$ cat config.mk
export PLATFORM = sky130hd
export DESIGN_NAME = pll_lock_tick_gen
export DESIGN_NICKNAME = d
export VERILOG_FILES = /design/src/rtl/pll_lock_tick_gen.sv
export SDC_FILE = /design/constraint.sdc
export NUM_CORES = 1
export LEC_CHECK = 0
export ABC_CLOCK_PERIOD_IN_PS = 1500
export CAP_MARGIN = 20
export CORE_MARGIN = 3
export CORE_UTILIZATION = 40
export DETAILED_ROUTE_END_ITERATION = 7
export PLACE_DENSITY = 0.66
export SETUP_SLACK_MARGIN = 0.15
export SYNTH_ARGS = -nofsm -noshare
export SYNTH_HDL_FRONTEND = slang
export SYNTH_SLANG_ARGS = --single-unit
$ cat constraint.sdc
create_clock -name clock -period 1.5 [get_ports clock]
set_input_delay 0.3 -clock clock [delete_from_list [all_inputs] [get_ports clock]]
set_output_delay 0.3 -clock clock [all_outputs]
set_load 0.02 [all_outputs]
$ cat src/rtl/pll_lock_tick_gen.sv
// pll_lock_tick_gen
//   Qualifies the main PLL's asynchronous lock flag and holds the downstream modem
//   datapath in reset until the PLL has stayed locked for SETTLE_CYCLES consecutive
//   cycles. Once running, it divides the clock down to a one-cycle sample strobe and
//   reports the position within the current sample period.
//
// Parameters
//   SYNC_STAGES    lock-flag synchroniser depth (>= 2)
//   SETTLE_CYCLES  consecutive locked cycles required before RUN (>= 1)
//   TICK_DIV       clock cycles per sample_tick (>= 2)
//   PHASE_W        width of tick_phase (2**PHASE_W >= TICK_DIV)
//
// Ports
//   clock            in   PLL output clock, rising-edge logic
//   reset            in   synchronous, active-high
//   locked           in   PLL lock flag, asynchronous to clock
//   run_reset        out  synchronous active-high reset for downstream logic
//   sample_tick      out  one-cycle strobe every TICK_DIV cycles while in RUN
//   tick_phase       out  position within the sample period, 0..TICK_DIV-1
//   state            out  0=WAIT_LOCK 1=SETTLE 2=RUN
//   lock_loss_count  out  saturating count of RUN->WAIT_LOCK lock losses
//
// Build option
//   LOCK_LOSS_COUNT_EN  when defined, lock_loss_count counts lock losses out of RUN
//                       (saturating at 255); otherwise it is tied to zero.

module pll_lock_tick_gen #(
    parameter int unsigned SYNC_STAGES   = 2,
    parameter int unsigned SETTLE_CYCLES = 65536,
    parameter int unsigned TICK_DIV      = 8192,
    parameter int unsigned PHASE_W       = 13
) (
    input  logic               clock,
    input  logic               reset,
    input  logic               locked,
    output logic               run_reset,
    output logic               sample_tick,
    output logic [PHASE_W-1:0] tick_phase,
    output logic [1:0]         state,
    output logic [7:0]         lock_loss_count
);

    // Keep the settle counter at least one bit wide when SETTLE_CYCLES == 1.
    localparam int unsigned SettleW = (SETTLE_CYCLES > 1) ? $clog2(SETTLE_CYCLES) : 1;
    localparam logic [SettleW-1:0] SettleLast = SettleW'(SETTLE_CYCLES - 1);
    localparam logic [PHASE_W-1:0] PhaseLast  = PHASE_W'(TICK_DIV - 1);

    typedef enum logic [1:0] {
        StWaitLock = 2'd0,
        StSettle   = 2'd1,
        StRun      = 2'd2
    } state_e;

    state_e               state_q, state_d;
    logic [SYNC_STAGES-1:0] sync_q;
    logic                 locked_s;
    logic [SettleW-1:0]   settle_cnt_q, settle_cnt_d;
    logic [PHASE_W-1:0]   phase_q, phase_d;
    logic                 run_reset_q, run_reset_d;
    logic                 tick_q, tick_d;

    // Raw lock flag is used nowhere except the first synchroniser flop.
    assign locked_s = sync_q[SYNC_STAGES-1];

    always_ff @(posedge clock) begin
        if (reset) begin
            sync_q <= '0;
        end else begin
            sync_q <= {sync_q[SYNC_STAGES-2:0], locked};
        end
    end

    // Next-state logic; lock loss always wins over settle completion.
    always_comb begin
        state_d = state_q;
        unique case (state_q)
            StWaitLock: begin
                if (locked_s) state_d = StSettle;
            end
            StSettle: begin
                if (!locked_s) begin
                    state_d = StWaitLock;
                end else if (settle_cnt_q == SettleLast) begin
                    state_d = StRun;
                end
            end
            StRun: begin
                if (!locked_s) state_d = StWaitLock;
            end
            default: state_d = StWaitLock;
        endcase
    end

    // Datapath next values, all derived from the upcoming state so the outputs
    // change on the same edge as the state register.
    always_comb begin
        settle_cnt_d = '0;
        phase_d      = '0;
        run_reset_d  = (state_d != StRun);
        tick_d       = 1'b0;

        if (state_q == StSettle && state_d == StSettle) begin
            settle_cnt_d = settle_cnt_q + 1'b1;
        end

        // Phase only advances while staying in RUN; the entry edge leaves it at 0,
        // so the first tick lands TICK_DIV cycles after run_reset falls.
        if (state_q == StRun && state_d == StRun) begin
            if (phase_q == PhaseLast) begin
                phase_d = '0;
                tick_d  = 1'b1;
            end else begin
                phase_d = phase_q + 1'b1;
            end
        end
    end

    always_ff @(posedge clock) begin
        if (reset) begin
            state_q      <= StWaitLock;
            settle_cnt_q <= '0;
            phase_q      <= '0;
            run_reset_q  <= 1'b1;
            tick_q       <= 1'b0;
        end else begin
            state_q      <= state_d;
            settle_cnt_q <= settle_cnt_d;
            phase_q      <= phase_d;
            run_reset_q  <= run_reset_d;
            tick_q       <= tick_d;
        end
    end

`ifdef LOCK_LOSS_COUNT_EN
    logic [7:0] loss_cnt_q;

    // Only losses out of RUN count; an aborted settle is not a lock loss.
    always_ff @(posedge clock) begin
        if (reset) begin
            loss_cnt_q <= 8'd0;
        end else if (state_q == StRun && !locked_s && loss_cnt_q != 8'hFF) begin
            loss_cnt_q <= loss_cnt_q + 8'd1;
        end
    end

    assign lock_loss_count = loss_cnt_q;
`else
    assign lock_loss_count = 8'd0;
`endif

    assign run_reset   = run_reset_q;
    assign sample_tick = tick_q;
    assign tick_phase  = phase_q;
    assign state       = state_q;

endmodule

==> out/qor_table.md, run 1 <==
| Quantity | Value |
|---|---|
| Hold-fix buffer count after cts | 0 |
| Final period utilization | 99.4% |
| FF-to-FF path depth | 5 |
| First-pass GRT wire length | 5920 um |
| Number of search-and-repair iterations in the first detailed-routing pass | 4 |
| Max-cap check violation count | 0 |
| CTS tree | done |
| Starting Density | 43.2% |
| Die Span Y | 67.4 um |
| Peak VDD IR | 0.752 mV |
| Min cycle time layout | 1.49 ns |
| Finished Core Util | 62.2% |
| Width of the chip | 67.4 um |
| Post-synth cell types | 28 |
| Largest delay share family, worst path | simple AND/OR/NAND/NOR gates |
| R2R Path Start | settle_cnt_q[1] |
| Antenna violations before repair | 0 |
| Wire length per cell | 12.5 um |
| RSZ-0062 raised after global routing | yes |
| Syn_area_per_cell | 9.21 um2 |
| Antenna diode instance count | 0 |
| Critical path fanouts, max | 8 |
| Critical path start-end classification | reg2reg |
| Min-Delay Endpoint | sync_q[1] |
| Critical Path Max Stage Delay | 0.51 ns |
| Setup tns final | 0 ns |
| Number of enable flip-flop cells after synthesis | 0 |
| Total buffers and inverters traversed by the critical path | 0 |
| Area of the multi-input gates | 867 um2 |
| Count leader, synth | sky130_fd_sc_hd__dfxtp_1 |
| Die Outline Area | 0.00455 mm2 |
| Primary FF master, synth | sky130_fd_sc_hd__dfxtp_1 |
| Hold_sp | sync_q[0] |
| Overall overflow remaining after global route | 0 |
| Ys async rst share | 0% |
| Number of H-tree levels | 2 |
| Synth Warn # | 0 |
| Critical Path RT | 1.68 ns |
| Synth Instances | 164 |
| Number of sinks driven by the clock tree | 35 |
| Placed Cells incl. Taps | 257 |
| Last weighted congestion value of the routability-driven placer | 0.845 |
| Post-synthesis cell type with the largest combined area | sky130_fd_sc_hd__dfxtp_1 |
| Slowest cell on crit path | sky130_fd_sc_hd__or4_4 |
| Leakage power of the design | 0.774 nW |
| Post-layout net count | 229 |
| Cell depth of the worst hold path | 1 |
| Register bit count reported by yosys | 35 |
| Critical Path Source Type | flip-flop |
| Share of post-route cells with drive strength above 1 | 43.6% |
| Clock transition at the register clock pins on the worst setup and hold paths after CTS | 0.07 ns |
| Clock buffer depth | 2 |
| Final hold violation count | 0 |
| Sequential fraction of the synthesis area | 46.4% |
| I/O Pins | 28 |
| Final setup violating endpoints | 0 |
| Share of the synthesized area in the top cell type | 46.4% |
| Gr usage total | 17.5% |
| Post-detailed-route via-to-cell ratio | 4.83 |
| Number of max-slew violations in the final report | 0 |
| Number of global-route vias before repair | 1,381 |
| Synthesis-to-finish area growth | 43.9% |
| Clock latency at the later pin of the worst-skew pair | 0.28 ns |
| Number of remaining DRC errors | 0 |
| R2R Path End | settle_cnt_q[15] |
| Fin Clk Skew | 0.00232 ns |
| Root buf cell | sky130_fd_sc_hd__clkbuf_8 |
| Placeable core area | 0.00349 mm2 |
| Maximum number of pins on one net before global-route repair | 11 |
| Tot Pwr | 1.61 mW |
| Signal arrival time at the worst endpoint | 1.67 ns |
| Post-Route WL | 3380 um |
| Cell-by-cell listing of the critical path | ha_4 -> nand4_1 -> or4_4 -> nand3_4 -> nor2_1 |
| Filler instances | 305 |
| Count of buffers inserted at the top-level ports | 19 |
| List of most frequent post-synthesis cells | 35 x sky130_fd_sc_hd__dfxtp_1, 32 x sky130_fd_sc_hd__nor2_1, 16 x sky130_fd_sc_hd__xnor2_1 |
| Power density of the placed cells | 742 mW/mm2 |
| Number of DRC markers after the initial detailed-route iteration | 47 |
| Antenna-violating nets left | 0 |
| Maximum frequency from static timing analysis | 0.671 GHz |
| Num CTS Buffers | 5 |
| Netlist area before placement | 0.00151 mm2 |
| Hpwl dp | 2360 um |
| Vias | 1,308 |
| Outcome | finished clean |
| Setup slack, reg-to-reg | 0.009 ns |
| Hold crit path type | reg2reg |
| Sequential cell area | 733 um2 |
| Worst setup EP type | flip-flop |
| Cells taking the most area after synthesis | sky130_fd_sc_hd__dfxtp_1 46%, sky130_fd_sc_hd__xnor2_1 9.3%, sky130_fd_sc_hd__nor2_1 8.0% |
| Row cnt | 21 |
| Fin cells | 271 |
[through the flow]
stage	worst slack [ns]	hold WS, ns	area [um2]
2_1_floorplan	-0.0469	0.372	1620
3_3_place_gp	-0.119	0.425	2020
3_5_place_dp	-0.237	0.447	2020
4_1_cts	0.0147	0.452	2190
5_1_grt	-0.0517	0.471	2170
6_report	0.00887	0.451	2170
[worst register-to-register path, cell delays in order (launching register included)]
cell                      delay, ns
sky130_fd_sc_hd__dfxtp_2       0.35
sky130_fd_sc_hd__ha_4          0.14
sky130_fd_sc_hd__nand4_1       0.15
sky130_fd_sc_hd__or4_4         0.51
sky130_fd_sc_hd__nand3_4       0.17
sky130_fd_sc_hd__nor2_1        0.07
[worst max-delay path by stage]
stage / start / end / slack (ns) / cells after the start
floorplan: tick_phase[1] / tick_phase[9] / -0.05 / 6
global placement: tick_phase[1] / tick_phase[2] / -0.12 / 5
detailed placement: reset / tick_phase[6] / -0.24 / 4
CTS: settle_cnt_q[1] / settle_cnt_q[15] / 0.01 / 5
global route: settle_cnt_q[1] / settle_cnt_q[6] / -0.05 / 5
finish: settle_cnt_q[1] / settle_cnt_q[15] / 0.009 / 5
[where the power goes]
part,internal [mW],switching [mW],leakage (nW)
clock,0.325,0.319,0.0422
combinational,0.0128,0.0278,0.438
sequential,0.926,0.00167,0.294
[logic make-up after synthesis]
kind of cell / after synthesis / synth area share (%)
buffers and inverters: 18 / 7.29
xor gates and xnor gates: 25 / 14.5
and+or+nand+nor: 80 / 28.5
adders and majority gates: 2 / 1.66
DFF: 35 / 46.4
other: 1 / 0.248
AOI/OAI and AO/OA: 3 / 1.41
[cells in the final DEF (no fill, tap or decap), types with 3 or more instances in the layout]
master	n
sky130_fd_sc_hd__buf_2	3
sky130_fd_sc_hd__buf_4	36
sky130_fd_sc_hd__clkbuf_2	7
sky130_fd_sc_hd__clkbuf_8	5
sky130_fd_sc_hd__conb_1	8
sky130_fd_sc_hd__dfxtp_1	15
sky130_fd_sc_hd__dfxtp_2	17
sky130_fd_sc_hd__dfxtp_4	3
sky130_fd_sc_hd__dlygate4sd2_1	4
sky130_fd_sc_hd__inv_1	7
sky130_fd_sc_hd__nand2_1	9
sky130_fd_sc_hd__nand3_1	7
sky130_fd_sc_hd__nand3_4	3
sky130_fd_sc_hd__nand4_1	6
sky130_fd_sc_hd__nor2_1	25
sky130_fd_sc_hd__nor2_2	7
sky130_fd_sc_hd__nor3_1	6
sky130_fd_sc_hd__or4_4	3
sky130_fd_sc_hd__xnor2_1	16
sky130_fd_sc_hd__xor2_1	9
[cell type report]
| cell class | instances | area share (%) |
|---|---|---|
| Clock buffer | 7 | 3.51 |
| Clock inverter | 1 | 0.230 |
| Inverter | 7 | 1.21 |
| Multi-Input combinational cell | 120 | 39.9 |
| Sequential cell | 35 | 33.7 |
| Tap cell | 46 | 2.65 |
| Timing Repair Buffer | 55 | 18.8 |
[routing by layer]
layer / wire length [um] / vias up / GRT usage, %
met4: 85 / 0 / 8.35
met5: 0 / - / 0
met3: 156 / 12 / 5.82
met1: 1360 / 606 / 19.0
met2: 1780 / 35 / 30.6
li1: - / 655 / -
[state kept, by name, summed over array words and instances (netlist names)]
name,count
sync_q,2
state,2
settle_cnt_q,16
tick_phase,13
run_reset,1
sample_tick,1
[what timing repair did]
action,4_1_cts,5_1_grt
cloned,2,0
buffers inserted,4,0
pin swaps,11,0
setup endpoints to repair,47,43
resized for setup,44,21
(Power assumes the default switching activity.)
==> run 2, diff against run 1 <==
CORE_ASPECT_RATIO = 0.9   (was unset)
==> run 2 against run 1 <==
The run now ends with setup timing left. Via count up 1.5%. Critical path type unchanged. Clock-buffer cell count up 1. Global-route usage down 1.7 points. Clock power up 13%. Non-clock buffer count up 5. Maximum frequency down 1.6%. Combinational power down 4%. Hold slack better by 0.0013 ns. Sequential share of layout area down 1.3 points. Critical endpoint is now tick_phase[2]. Total power up 5.3%. Design area up 3.9%. First-iteration DRC count down 17%. Highest routed layer unchanged. Largest cell class unchanged. Largest power group unchanged.
==> out/qor_table.md, run 2 (synthesis gave the netlist of run 1 again) <==
| Quantity | Value |
|---|---|
| Clock transition at the register clock pins on the worst setup and hold paths after CTS | 0.07 ns |
| Peak VDD IR | 0.462 mV |
| Maximum number of pins on one net before global-route repair | 12 |
| Vias | 1,328 |
| Count of buffers inserted at the top-level ports | 19 |
| RSZ-0062 raised after global routing | yes |
| Setup ws final | -0.0150 ns |
| Largest register by flop count | settle_cnt_q |
| Die Span Y | 64.3 um |
| Critical Path Source Type | flip-flop |
| Share of post-route cells with drive strength above 1 | 47.6% |
| Highest-count cells in the layout ignoring fill and taps | 39 x sky130_fd_sc_hd__buf_4, 17 x sky130_fd_sc_hd__dfxtp_2, 16 x sky130_fd_sc_hd__nor2_2, 16 x sky130_fd_sc_hd__nor2_1 |
| Max-cap check violation count | 0 |
| Signal arrival time at the worst endpoint | 1.69 ns |
| Clock latency at the later pin of the worst-skew pair | 0.28 ns |
| Root buf cell | sky130_fd_sc_hd__clkbuf_8 |
| Wire length per cell | 12.5 um |
| Critical path start-end classification | reg2reg |
| Antenna violations before repair | 0 |
| Last weighted congestion value of the routability-driven placer | 0.751 |
| Filler instances | 285 |
| Synthesis-to-finish area growth | 49.5% |
| Violations in the final reports | setup timing |
| Hold-fix buffer count after cts | 0 |
| Antenna diode instance count | 0 |
| Post-detailed-route via-to-cell ratio | 4.86 |
| I/O Pins | 28 |
| Critical path fanouts, max | 5 |
| Fin Clk Skew | 0.00525 ns |
| Most common cell after layout, fill and taps aside | sky130_fd_sc_hd__buf_4 |
| Final period utilization | 101% |
| Critical Path RT | 1.68 ns |
| Overall overflow remaining after global route | 0 |
| Number of remaining DRC errors | 0 |
| Post-Route WL | 3420 um |
| Tot Pwr | 1.70 mW |
| Worst setup EP type | flip-flop |
| Antenna-violating nets left | 0 |
| Final hold violation count | 0 |
| Starting Density | 43.1% |
| Post-layout net count | 233 |
| Number of search-and-repair iterations in the first detailed-routing pass | 4 |
| Hpwl dp | 2330 um |
| Num CTS Buffers | 5 |
| Placeable core area | 0.00350 mm2 |
| First-pass GRT wire length | 5800 um |
| Number of global-route vias before repair | 1,364 |
| Placed Cells incl. Taps | 253 |
| Min cycle time layout | 1.51 ns |
| Number of flip-flops under the largest register name | 16 |
| Number of max-slew violations in the final report | 0 |
| Hold crit path type | reg2reg |
| Outcome | complete, but fails checks |
| CTS tree | done |
| Worst setup slack after placement | -0.109 ns |
| Number of H-tree levels | 2 |
| Leakage power of the design | 0.810 nW |
| Clock buffer depth | 2 |
| Row cnt | 20 |
| Width of the chip | 70.8 um |
| Die Outline Area | 0.00455 mm2 |
| Maximum frequency from static timing analysis | 0.660 GHz |
| Power density of the placed cells | 752 mW/mm2 |
| Fin cells | 273 |
| Number of DRC markers after the initial detailed-route iteration | 39 |
| Gr usage total | 15.9% |
| Final setup violating endpoints | 7 |
| Number of sinks driven by the clock tree | 35 |
[run 2: power by group]
part | leakage (nW) | switching, mW | internal (mW)
Clock | 0.0515 | 0.313 | 0.419
Sequential | 0.294 | 0.00152 | 0.927
Combinational | 0.465 | 0.0266 | 0.0122
Total | 0.810 | 0.341 | 1.36
[run 2: final timing paths]
check                           cells past startpoint  slack (ns)           from             to
worst max-delay path                                6       -0.01  tick_phase[1]  tick_phase[2]
worst min-delay path                                1        0.45      sync_q[0]      sync_q[1]
worst max register to register                      6       -0.01  tick_phase[1]  tick_phase[2]
worst min register to register                      1        0.45      sync_q[0]      sync_q[1]
[run 2: per-stage QoR]
step | hold WS, ns | util (%) | instance area, um2 | TNS (ns)
4_1_cts | 0.453 | 62.1 | 2180 | -0.0351
3_5_place_dp | 0.443 | 57.1 | 2000 | -2.20
2_1_floorplan | 0.372 | - | 1620 | -0.460
5_1_grt | 0.474 | 64.5 | 2260 | -0.516
6_report | 0.452 | 64.5 | 2260 | -0.0525
3_3_place_gp | 0.420 | 57.1 | 2000 | -1.21
[run 2: worst max-delay path: stages, from the launching register on]
cell and delay, ns:
sky130_fd_sc_hd__dfxtp_4 0.36, sky130_fd_sc_hd__ha_4 0.14, sky130_fd_sc_hd__nand3_4 0.07, sky130_fd_sc_hd__or4_4 0.46, sky130_fd_sc_hd__o21ai_4 0.16, sky130_fd_sc_hd__buf_4 0.16, sky130_fd_sc_hd__nor2_1 0.05
[run 2: repair_timing]
item                                    CTS  global route
buffers inserted                          5             5
gates cloned                              1             1
resized for setup                        42            26
pin swaps                                 9             5
endpoints found under the setup margin   48            39
[run 2: per-layer routing]
layer | up-vias | wire length (um) | GRT usage (%)
met2 | 23 | 1730 | 27.2
met1 | 638 | 1500 | 17.2
met4 | 0 | 70 | 8.92
met3 | 9 | 122 | 5.03
met5 | - | 0 | 0
li1 | 658 | - | -
[run 2: cell type report]
class	instances	area [um2]	share of cell area (%)
repair buffers	60	478	21.2
well taps	44	55.1	2.44
flip-flops and latches	35	733	32.5
inverters	7	26.3	1.16
multi-input cells	119	866	38.3
clock buffers	8	100	4.43
==> run 3, diff against run 2 <==
DONT_BUFFER_PORTS = 1   (was unset)
PLACE_DENSITY = unset   (was 0.66)
==> run 3 against run 2 <==
Design area decreased by 9.8%. The flow still finishes with violations (setup timing). Die area is the same. Critical path depth unchanged. Sequential power about the same. Maximum frequency is 0.91% higher.
==> out/qor_table.md, run 3 (synthesis gave the netlist of run 1 again) <==
| Quantity | Value |
|---|---|
| Power density of the placed cells | 789 mW/mm2 |
| Hpwl dp | 2090 um |
| Highest-count cells in the layout ignoring fill and taps | 36 x sky130_fd_sc_hd__buf_4, 24 x sky130_fd_sc_hd__nor2_1, 17 x sky130_fd_sc_hd__dfxtp_2, 15 x sky130_fd_sc_hd__xnor2_1, 15 x sky130_fd_sc_hd__dfxtp_1 |
| Routing usage on met2 | 24.9% |
| Gr usage total | 14.9% |
| Final hold violation count | 0 |
| Count of buffers inserted at the top-level ports | 0 |
| Last weighted congestion value of the routability-driven placer | 0.834 |
| Placeable core area | 0.00350 mm2 |
| Antenna violations before repair | 0 |
| Critical path fanouts, max | 6 |
| Worst-case hold slack | 0.0798 ns |
| Finished Core Util | 58.2% |
| CTS tree | done |
| GR met1 Demand/Resource | 16.4% |
| Final setup violating endpoints | 4 |
| Outcome | complete, but fails checks |
| Grt met3 use | 5.66% |
| Hold_sp | reset |
| Number of DRC markers after the initial detailed-route iteration | 33 |
| Signal arrival time at the worst endpoint | 1.68 ns |
| FF-to-FF path depth | 6 |
| Num CTS Buffers | 5 |
| Number of max-slew violations in the final report | 0 |
| Die Span Y | 64.3 um |
| Number of flip-flops under the largest register name | 16 |
| Post-layout net count | 211 |
| Root buf cell | sky130_fd_sc_hd__clkbuf_8 |
| Starting Density | 43.1% |
| Worst setup EP type | flip-flop |
| First-pass GRT wire length | 5370 um |
| Number of global-route vias before repair | 1,242 |
| Critical Path RT | 1.68 ns |
| Cell depth of the worst hold path | 1 |
| Antenna diode instance count | 0 |
| Critical path start-end classification | reg2reg |
| Hold crit path type | in2reg |
| Tot Pwr | 1.61 mW |
| Area of the multi-input gates | 846 um2 |
| Post-detailed-route via-to-cell ratio | 4.93 |
| Critical Path Source Type | flip-flop |
| Die Outline Area | 0.00455 mm2 |
| Post-Route WL | 3140 um |
| Fin Clk Skew | 0.00897 ns |
| Maximum frequency from static timing analysis | 0.666 GHz |
| I/O Pins | 28 |
| Synthesis-to-finish area growth | 35.0% |
| Max-slew headroom | 65.5% |
| Leakage power of the design | 0.689 nW |
| Antenna-violating nets left | 0 |
| Vias | 1,238 |
| Clock transition at the register clock pins on the worst setup and hold paths after CTS | 0.07 ns |
| Highest-utilization routing layer at the global route stage | met2 |
| RSZ-0062 raised after global routing | yes |
| Min cycle time layout | 1.50 ns |
| Share of post-route cells with drive strength above 1 | 43.0% |
| Most common cell after layout, fill and taps aside | sky130_fd_sc_hd__buf_4 |
| Number of sinks driven by the clock tree | 35 |
| Max-cap check violation count | 0 |
| Worst setup slack after placement | -0.0120 ns |
| Maximum number of pins on one net before global-route repair | 12 |
| Sequential cell area | 733 um2 |
| Number of H-tree levels | 2 |
| Peak VDD IR | 0.527 mV |
| Wire length per cell | 12.5 um |
| Number of search-and-repair iterations in the first detailed-routing pass | 4 |
| Width of the chip | 70.8 um |
| R2R Path End | tick_phase[1] |
| Clock buffer depth | 2 |
| Worst Setup SP | tick_phase[1] |
| Final period utilization | 100% |
| Min-Delay Endpoint | sync_q[1] |
| Overall overflow remaining after global route | 0 |
| Largest register by flop count | settle_cnt_q |
| Number of remaining DRC errors | 0 |
| R2R Path Start | tick_phase[1] |
| Actual transition at the worst max-transition pin | 0.511 ns |
| Setup slack, reg-to-reg | -0.001 ns |
| Filler instances | 301 |
| Clock latency at the later pin of the worst-skew pair | 0.28 ns |
| Violations in the final reports | setup timing |
| Row cnt | 20 |
| Setup ws final | -0.00138 ns |
==> run 3: worst max path at each step <==
stage	endpoint	slack, ns	depth (start not counted)
after floorplan	tick_phase[9]	-0.05	6
after global placement	tick_phase[2]	0.01	6
after detailed placement	tick_phase[2]	-0.01	6
after CTS	tick_phase[8]	0.005	6
after global routing	tick_phase[12]	-0.06	6
final	tick_phase[1]	-0.001	6
==> run 3: cell type report <==
| type | instances | area share, % |
|---|---|---|
| multi-input cells | 119 | 41.5 |
| flip-flops and latches | 35 | 36.0 |
| inverters | 7 | 1.29 |
| clock buffers | 6 | 3.56 |
| repair buffers | 38 | 14.4 |
| clock inverters | 2 | 0.614 |
| well taps | 44 | 2.70 |
==> run 3: repair_timing <==
item                                    CTS  global route
gates cloned                              2             0
endpoints found under the setup margin   30            33
resized for setup                        13             9
buffers inserted                          3             2
pin swaps                                 9             4
endpoints found under the hold margin     0             0
hold buffers                              0             0
==> run 3: metrics by stage <==
step / std cells / instance area, um2 / setup TNS [ns]
2_1_floorplan: 171 / 1620 / -0.460
3_3_place_gp: 236 / 1830 / 0
3_5_place_dp: 236 / 1830 / -0.0646
4_1_cts: 249 / 1990 / 0
5_1_grt: 251 / 2040 / -0.997
6_report: 251 / 2040 / -0.00345
==> run 3: layer usage <==
metal  vias up  part of all wire [%]
met4         0                   1.1
met3         5                   5.8
met1       584                    42
met2        29                    52
met5         -                     0
li1        620                     -
==> run 3: power breakdown <==
part           switching (mW)  internal, mW
clock network           0.327         0.324
logic                  0.0238       0.00540
registers             0.00134         0.926
total                   0.352          1.26
==> run 3: worst max-delay path, stage by stage (launching register included) <==
cell and delay (ns):
sky130_fd_sc_hd__dfxtp_4 0.36, sky130_fd_sc_hd__ha_4 0.14, sky130_fd_sc_hd__nand3_4 0.07, sky130_fd_sc_hd__or4_4 0.45
sky130_fd_sc_hd__o21ai_4 0.19, sky130_fd_sc_hd__buf_6 0.14, sky130_fd_sc_hd__nor2_1 0.04
